[src/rtl/bitcoin_pkg.sv]
// bitcoin_pkg: shared constants, controller states and nonce index type for the job controller.
package bitcoin_pkg;
  localparam int NUM_NONCES   = 16;
  localparam int HEADER_WORDS = 19;
  typedef enum logic [2:0] {IDLE, LOAD, START, WAIT_DROP, WAIT_DONE, READ, REPORT} state_e;
  typedef logic [3:0] nonce_t;
endpackage

[src/rtl/bitcoin_min_tracker.sv]
// bitcoin_min_tracker: registered running minimum of sampled h0 values; ties keep the earlier index.
module bitcoin_min_tracker
  import bitcoin_pkg::*;
(
  input  logic        clk,
  input  logic        reset_n,
  input  logic        i_clear,
  input  logic        i_valid,
  input  logic [31:0] i_value,
  input  nonce_t      i_index,
  output logic [31:0] o_min,
  output nonce_t      o_index
);
  logic [31:0] r_min;
  nonce_t      r_idx;
  always_ff @(posedge clk) begin
    if (!reset_n) begin
      r_min <= '0;
      r_idx <= '0;
    end else if (i_clear) begin
      r_min <= '1;
      r_idx <= '0;
    end else if (i_valid && i_value < r_min) begin
      r_min <= i_value;
      r_idx <= i_index;
    end
  end
  assign o_min   = r_min;
  assign o_index = r_idx;
endmodule

[src/rtl/bitcoin_job_ctrl.sv]
// bitcoin_job_ctrl: loads a block header into shared memory, runs the nonce hasher,
// then scans the per-nonce h0 results for the minimum and reports it against target.
module bitcoin_job_ctrl
  import bitcoin_pkg::*;
#(
  parameter int TIMEOUT_CYCLES = 4096
) (
  input  logic        clk,
  input  logic        reset_n,
  input  logic [15:0] message_addr,
  input  logic [15:0] output_addr,
  input  logic [31:0] target,
  input  logic        hdr_valid,
  output logic        hdr_ready,
  input  logic [31:0] hdr_data,
  output logic        hash_start,
  input  logic        hash_done,
  output logic        mem_sel,
  output logic        mem_we,
  output logic [15:0] mem_addr,
  output logic [31:0] mem_write_data,
  input  logic [31:0] mem_read_data,
  output logic        result_valid,
  input  logic        result_ready,
  output logic        found,
  output logic        timeout,
  output logic [3:0]  best_nonce,
  output logic [31:0] best_hash,
  output logic        busy
);
  localparam int TW = $clog2(TIMEOUT_CYCLES + 1);
  state_e      r_state, w_next;
  logic [4:0]  r_cnt, w_cnt_nxt, r_rd;
  logic [TW-1:0] r_tmo;
  logic        r_hdr_ready, r_hash_start, r_mem_sel, r_mem_we, r_result_valid, r_found, r_timeout;
  logic [15:0] r_mem_addr;
  logic [31:0] r_mem_wdata, w_min, w_last_min;
  nonce_t      w_min_idx;
  logic        w_hs, w_sample;
  assign w_hs       = hdr_valid & r_hdr_ready;
  assign w_cnt_nxt  = r_cnt + 5'(w_hs);
  assign w_sample   = (r_state == READ) && (r_rd != 5'd0);
  assign w_last_min = (mem_read_data < w_min) ? mem_read_data : w_min;
  always_comb begin
    w_next = r_state;
    case (r_state)
      IDLE:      w_next = w_hs ? LOAD : IDLE;
      LOAD:      w_next = (r_cnt == 5'(HEADER_WORDS)) ? START : LOAD;
      START:     w_next = WAIT_DROP;
      WAIT_DROP: w_next = WAIT_DONE;
      WAIT_DONE: w_next = hash_done ? READ : (r_tmo == TW'(TIMEOUT_CYCLES - 1)) ? REPORT : WAIT_DONE;
      READ:      w_next = (r_rd == 5'(NUM_NONCES)) ? REPORT : READ;
      REPORT:    w_next = result_ready ? IDLE : REPORT;
      default:   w_next = IDLE;
    endcase
  end
  always_ff @(posedge clk) begin
    if (!reset_n) r_state <= IDLE;
    else r_state <= w_next;
  end
  always_ff @(posedge clk) begin
    if (!reset_n) begin
      r_hdr_ready    <= 1'b0;
      r_hash_start   <= 1'b0;
      r_mem_sel      <= 1'b1;
      r_mem_we       <= 1'b0;
      r_result_valid <= 1'b0;
      r_found        <= 1'b0;
      r_timeout      <= 1'b0;
      r_mem_addr     <= '0;
      r_mem_wdata    <= '0;
      r_cnt          <= '0;
      r_rd           <= '0;
      r_tmo          <= '0;
    end else begin
      r_hdr_ready    <= (w_next == IDLE) || (w_next == LOAD && w_cnt_nxt < 5'(HEADER_WORDS));
      r_hash_start   <= (w_next == START);
      r_mem_sel      <= !(w_next inside {START, WAIT_DROP, WAIT_DONE});
      r_mem_we       <= w_hs;
      r_result_valid <= (w_next == REPORT);
      r_cnt          <= (r_state == START) ? '0 : w_cnt_nxt;
      r_rd           <= (r_state == READ) ? r_rd + 5'd1 : '0;
      // counts cycles since the start pulse; the START cycle itself is cycle 0
      r_tmo          <= (r_state inside {WAIT_DROP, WAIT_DONE}) ? r_tmo + TW'(1) : TW'(1);
      if (w_hs) begin
        r_mem_addr  <= message_addr + 16'(r_cnt);
        r_mem_wdata <= hdr_data;
      end else if ((r_state == WAIT_DONE && hash_done) || (r_state == READ && r_rd < 5'(NUM_NONCES - 1)))
        r_mem_addr <= output_addr + 16'(r_state == READ ? r_rd + 5'd1 : 5'd0);
      if (r_state == START) begin
        r_found   <= 1'b0;
        r_timeout <= 1'b0;
      end else if (r_state == WAIT_DONE && w_next == REPORT) begin
        r_found   <= 1'b0;
        r_timeout <= 1'b1;
      end else if (r_state == READ && w_next == REPORT)
        r_found <= w_last_min < target;
    end
  end
  // the tracker sees data for address j one cycle after it was driven
  bitcoin_min_tracker u_min (
    .clk     (clk),
    .reset_n (reset_n),
    .i_clear (r_state == START),
    .i_valid (w_sample),
    .i_value (mem_read_data),
    .i_index (nonce_t'(r_rd - 5'd1)),
    .o_min   (w_min),
    .o_index (w_min_idx)
  );
  assign hdr_ready      = r_hdr_ready;
  assign hash_start     = r_hash_start;
  assign mem_sel        = r_mem_sel;
  assign mem_we         = r_mem_we;
  assign mem_addr       = r_mem_addr;
  assign mem_write_data = r_mem_wdata;
  assign result_valid   = r_result_valid;
  assign found          = r_found;
  assign timeout        = r_timeout;
  assign best_nonce     = w_min_idx;
  assign best_hash      = w_min;
  assign busy           = (r_state != IDLE);
endmodule

[config.mk]
export PLATFORM = sky130hd
export DESIGN_NAME = bitcoin_job_ctrl
export DESIGN_NICKNAME = d
export VERILOG_FILES = /design/src/rtl/bitcoin_pkg.sv /design/src/rtl/bitcoin_min_tracker.sv /design/src/rtl/bitcoin_job_ctrl.sv
export SDC_FILE = /design/constraint.sdc
export NUM_CORES = 1
export LEC_CHECK = 0
export ABC_CLOCK_PERIOD_IN_PS = 4600
export BUFFER_PORTS_ARGS = -buffer_cell sky130_fd_sc_hd__buf_2
export CORE_ASPECT_RATIO = 1.5
export CORE_MARGIN = 8
export CORE_UTILIZATION = 54
export CTS_CLUSTER_SIZE = 30
export DETAILED_ROUTE_END_ITERATION = 7
export PLACE_DENSITY = 0.82
export SETUP_SLACK_MARGIN = 0.4
export SLEW_MARGIN = 20
export SYNTH_ARGS = -nofsm -noshare
export SYNTH_HDL_FRONTEND = slang
export SYNTH_HIERARCHICAL = 1
export SYNTH_SLANG_ARGS = --single-unit
[constraint.sdc]
create_clock -name clk -period 4.6 [get_ports clk]
set_input_delay 0.69 -clock clk [delete_from_list [all_inputs] [get_ports clk]]
set_output_delay 0.69 -clock clk [all_outputs]
set_load 0.02 [all_outputs]
Word-level counts from Yosys, hierarchy flattened
Index checks and enable logic that the tools add are counted.
Widths: inputs -> output; s select.
{"block": "totals", "register_bits": 117, "in_bits": 133, "out_inout_bits": 92, "word_cells": 79}
{"block": "classes", "addsub": 7, "magnitude_cmp": 4, "n_eq_ne": 14, "muxes": 14, "n_bitwise": 2, "n_reduce_logical": 22}
{"op": "$mux 32", "n": 3}
{"op": "$lt 32x32->1", "n": 2}
{"op": "$mux 16", "n": 2}
{"op": "$pmux 3 s7", "n": 1}
{"op": "$add 16x5->16", "n": 1}
{"op": "$add 16x6->16", "n": 1}
{"op": "$eq 3x3->1 const B", "n": 5}
{"op": "$add 13x1->13 const B", "n": 1}
{"op": "$eq 13x12->1 const B", "n": 1}
{"op": "$eq 3x2->1 const B", "n": 4}
{"op": "$eq 5x5->1 const B", "n": 2}
{"op": "$mux 2", "n": 4}
{"op": "$logic_and 1x1->1", "n": 7}
{"op": "$add 5x1->6 const B", "n": 1}
{"op": "$eq 3x1->1 const B", "n": 2}
{"op": "$logic_not 3->1", "n": 2}
{"op": "$mux 6", "n": 1}
{"op": "$reduce_bool 2->1", "n": 3}
{"op": "$reduce_bool 3->1", "n": 2}
{"op": "$add 5x1->5", "n": 1}
{"op": "$add 5x1->5 const B", "n": 1}
{"op": "$lt 5x4->1 const B", "n": 1}
{"op": "$lt 5x5->1 const B", "n": 1}
{"op": "$reduce_bool 5->1", "n": 1}
{"op": "other kinds (10)", "n": 13}

Longest topological paths before layout
{"block": "depth", "ltp_word": 7, "mapped_depth": 18, "mapped_depth_nobuf": 17}

Hierarchy
The synthesis kept the hierarchy.
{"mod": "bitcoin_job_ctrl", "n_inst": 1, "cells_per_inst": 806, "area_each_um2": 5940.7, "seq_area_each_um2": 1621.6}
{"mod": "bitcoin_min_tracker", "n_inst": 1, "cells_per_inst": 279, "area_each_um2": 2351.0, "seq_area_each_um2": 720.7}

Worst setup path before layout
No wires, ideal clock.
{"block": "synth_timing", "path_kind": "input -> register", "from": "input port mem_read_data[30]", "to": "register r_found (netlist: found)", "setup_ns": 0.069, "t_arrival_ns": 3.671, "setup_slack_ns": 0.860, "stages": 16, "cell_sequence": "ha_1 -> a21oi_1 -> nand2_1 -> a221o_1 -> a211o_1 -> a21oi_4 -> buf_2 -> nand2_1 -> o21ai_0 -> ha_1 -> a2111oi_0 -> o21ai_0 -> nand3_1 -> nor4b_1 -> nand4_1 -> o21ai_1"}
{"block": "synth_via", "elab_chain_len": 3}
{"item": "from (decl)", "line": "bitcoin_job_ctrl.sv:22", "rtl": "input logic [31:0] mem_read_data,"}
{"item": "$lt 32x32->1", "line": "bitcoin_job_ctrl.sv:43", "rtl": "assign w_last_min = (mem_read_data < w_min) ? mem_read_data : w_min;"}
{"item": "$mux 32 (*)", "line": "bitcoin_job_ctrl.sv:43"}
{"item": "$lt 32x32->1 (*)", "line": "bitcoin_job_ctrl.sv:97", "rtl": "r_found <= w_last_min < target;"}
{"item": "to (signal assigned)", "line": "bitcoin_job_ctrl.sv:97"}
{"item": "to (decl)", "line": "bitcoin_job_ctrl.sv:35", "rtl": "logic r_hdr_ready, r_hash_start, r_mem_sel, r_mem_we, r_result_valid, r_found, r_timeout;"}
Every way passes the cells marked *; elsewhere a longest branch is shown, timed or not.
A chain may end at the register's enable or synchronous reset.

Worst setup path after layout
{"block": "layout_timing", "from": "register u_min.r_min[30] (netlist: u_min/o_min[30])", "to": "register r_found (netlist: found)"}
{"block": "layout_via", "elab_chain_len": 3}
{"item": "from (decl)", "line": "bitcoin_min_tracker.sv:14", "rtl": "logic [31:0] r_min;"}
{"item": "from (signal assigned)", "line": "bitcoin_min_tracker.sv:24", "rtl": "r_min <= i_value;"}
{"item": "$lt 32x32->1", "line": "bitcoin_job_ctrl.sv:43"}
{"item": "$mux 32 (*)", "line": "bitcoin_job_ctrl.sv:43"}
{"item": "$lt 32x32->1 (*)", "line": "bitcoin_job_ctrl.sv:97"}
Marks and branches as above.

==> metrics.yaml <==
run_status:
  status: "finished, final reports clean"
route:
  avgViaCountPerCell: 5.68
  drc: 0
  num_vias: 8544
  top_layer: "met5"
  drt_wl_total_um: 25500
  drt_iter0_markers: 557
  met1Wirelength_um: 9370
  dr_wl_met2_um: 13100
  wl_met3_um: 2030
  drt_first_pass_iters: 5
  drt-wirelength-per-cell_um: 17.0
  ant_nets: 0
critical_path:
  critPathTopFamily: "compound AO/OA/AOI/OAI gates"
  critPathRequiredTime_ns: 4.90
  max_stage_delay_ns: 0.37
  crit_top_cell: "nand4_1"
  worstSetupPathType: "reg -> reg"
  critPathSlowestCell: "a2111oi_2"
  arrival_ns: 4.30
  start_kind: "flip-flop"
  cp-end-kind: "flip-flop"
  crit_fanout: 10
  path_cells: "inv_1, ha_1, nand4_1, nor4_4, a221o_1, a211o_1, a21oi_4, buf_4, o21ai_0, ha_1, nand4_1, nor2_1, nand4_1, a2111oi_2, nor4b_2, a32oi_1, o21ai_1"
  crit_buf_inv: 2
layout:
  n_antenna_cell: 0
  drive_above_1_share: 0.219
  stdcell_area_um2: 10200
  num-nets-final: 1536
  area_growth_pct: 22.6
clock_network:
  path_clk_slew_ns: 0.07
  cts_buffer_depth: 2
  cts-root-buf: "clkbuf_16"
  cts_tree: "yes"
  cts_buffers: 17
  holdBufCountCts: 0
  cts.sinks: 117
  cts_max_level: 4
  clk_latency_ns: 0.42
global_routing:
  grt_antenna_before_repair: 1
  grt_pass1_wl_um: 39900
  grt_max_degree: 64
  grt-ovfl-total: 0
  grt_use_total: 0.252
  grt_pass1_vias: 8678
synth:
  synth_top_family_by_area: "compound AO/OA/AOI/OAI gates"
  synthSimpleGateAreaFrac: 0.205
  synthDominantCellAreaShare: 0.282
  synth_ff_type: "dfxtp_1"
  syn_nets: 1330
  synth-async-reset-ratio: 0
  yosys.area.top_type: "dfxtp_1"
  ys_ff_latch: 117
  synth-xor-area-share: 0.0412
  netlist_instances: 1085
  synth_compound_area_frac: 0.217
  synthAdderAreaFrac: 0.171
  avgSynthCellArea_um2: 7.64
  yosys_warnings: 6
  syn_area_um2: 8290
  synth_enable_flop_cells: 0
  synth.area.mux_share: 0.00377
  synthDistinctLibCells: 65
  synth.area.top_cells: "dfxtp_1, ha_1, a21oi_1, nand2_1, inv_1"
  synth-seq-area-share: 0.282
sta:
  drv_slew: 0
  finalSetupViolations: 0
  rsz0062_at_grt: "no"
  max_freq_mhz: 250
  finalCriticalPeriod_ns: 4.00
  finalSetupTns_ns: 0
  hold_viol_final: 0
  tightest_slew_ns: 1.14
  slew_headroom: 0.238
  clock_skew_ns: 0.00953
  final.period_utilization: 0.870
power_and_ir_drop:
  ir_drop_mv: 0.254
  leakage_nw: 4.76
  power_switching_mw: 0.865
  pwr-share-comb: 0.151
  powerDensity_nw_per_um2: 275
  p_int_mw: 1.93
  sw_frac_of_total: 0.309
  power.share.sequential: 0.377
  power.total_mw: 2.79
  clkPwrFrac: 0.472
die:
  coreArea_um2: 15100
  dieArea_um2: 19700
  boundaryPins: 225
  start_util: 0.550
  die_height_um: 168
  die_w_um: 117
  fp-row-count: 55
placed_design:
  gp_congestion: 0.967
  numPortBuffers: 224
  dp_hpwl_um: 19500
  placed_cell_area_um2: 9530
job:
  maxCapViolCount: 0
min_path:
  hp-class: "reg -> reg"
-- cells in the mapped netlist (6+ instances only) --
library cell    n
a211oi_1       10
a21oi_1       119
a31oi_1         6
and3_1         40
buf_2          12
clkbuf_1       34
dfxtp_1       117
ha_1          110
inv_1         110
nand2_1       151
nand2b_1        8
nand3_1        28
nand4_1        21
nor2_1         61
nor2b_1         9
nor3_1         13
o21ai_0        74
o31a_1         32
xnor2_1        19
xor2_1         20
-- registers in the layout (all words and copies together) (netlist names), 3 cells and up --
register,count
mem_write_data,32
r_cnt,5
r_tmo,13
r_rd,5
mem_addr,16
u_min/o_min,32
u_min/o_index,4
r_state,3
-- worst min-delay path: stages (launching register included) --
cell and delay (ns):
dfxtp_1 0.31, nand2_1 0.05, a21oi_1 0.05
-- per-stage QoR --
step                      hold WS, ns  setup slack [ns]  instances  utilization
after global routing            0.470             0.421       1503        0.675
after CTS                       0.454             0.525       1499        0.671
after detailed placement        0.445            0.0606       1467        0.632
after floorplan                 0.458             0.860       1085            -
final                           0.453             0.600       1503        0.675
after global placement          0.439             0.179       1467        0.632
-- worst paths after layout --
path	start	to	slack (ns)	depth (start not counted)
max	u_min/o_min[30]	found	0.60	17
min	mem_write_data[8]	mem_write_data[8]	0.45	2
max reg2reg	u_min/o_min[30]	found	0.60	17
min reg2reg	mem_write_data[8]	mem_write_data[8]	0.45	2
-- power groups by stage --
stage	Sequential (mW)	Clock, mW	Combinational [mW]
5_1_grt	1.06	1.39	0.468
6_report	1.05	1.32	0.421
3_5_place_dp	1.08	0	0.407
3_3_place_gp	1.07	0	0.397
4_1_cts	1.05	1.34	0.412
2_1_floorplan	1.10	0	0.214
-- timing repair --
action / in CTS / in global routing
buffers inserted: 0 / 4
endpoints found under the hold margin: 0 / 0
resized for setup: 1 / 5
setup endpoints to repair: 1 / 1
pin swaps: 0 / 0
-- final cells by class --
class / instances / area [um2]
Multi-Input combinational cell: 803 / 5330
Fill cell: 1314 / 4900
Sequential cell: 117 / 2340
Timing Repair Buffer: 240 / 1240
Clock buffer: 17 / 425
Inverter: 112 / 420
Tap cell: 199 / 249
Clock inverter: 15 / 154
-- cells in the final DEF (no fill, tap or decap), types with 4 or more instances in the layout --
| master | instances |
|---|---|
| a31oi_1 | 6 |
| dfxtp_1 | 117 |
| o31a_1 | 32 |
| a21oi_1 | 119 |
| inv_6 | 6 |
| xor2_1 | 20 |
| nor3_1 | 13 |
| buf_2 | 224 |
| ha_1 | 110 |
| buf_4 | 15 |
| nand2_1 | 150 |
| xnor2_1 | 19 |
| nand2b_1 | 7 |
| and4_1 | 5 |
| nor2_1 | 60 |
| o21ai_1 | 5 |
| nor2b_1 | 9 |
| clkbuf_16 | 17 |
| a211oi_1 | 10 |
| and3_1 | 40 |
| a41o_1 | 4 |
| nand3_1 | 28 |
| inv_8 | 4 |
| a21o_1 | 5 |
| inv_1 | 110 |
| o21ai_0 | 74 |
| nand4_1 | 21 |
-- logic make-up after synthesis --
family / after synthesis
buf+inv: 165
compound gates: 292
flops: 117
xor+xnor: 39
simple gates: 357
mux: 3
fa+ha+maj: 112
-- layer usage --
metal	vias to the layer above	track usage
li1	4213	-
met3	66	0.0598
met2	302	0.471
met5	-	0
met4	2	0.128
met1	3961	0.247
No activity file was read; power rests on OpenSTA's default activity.
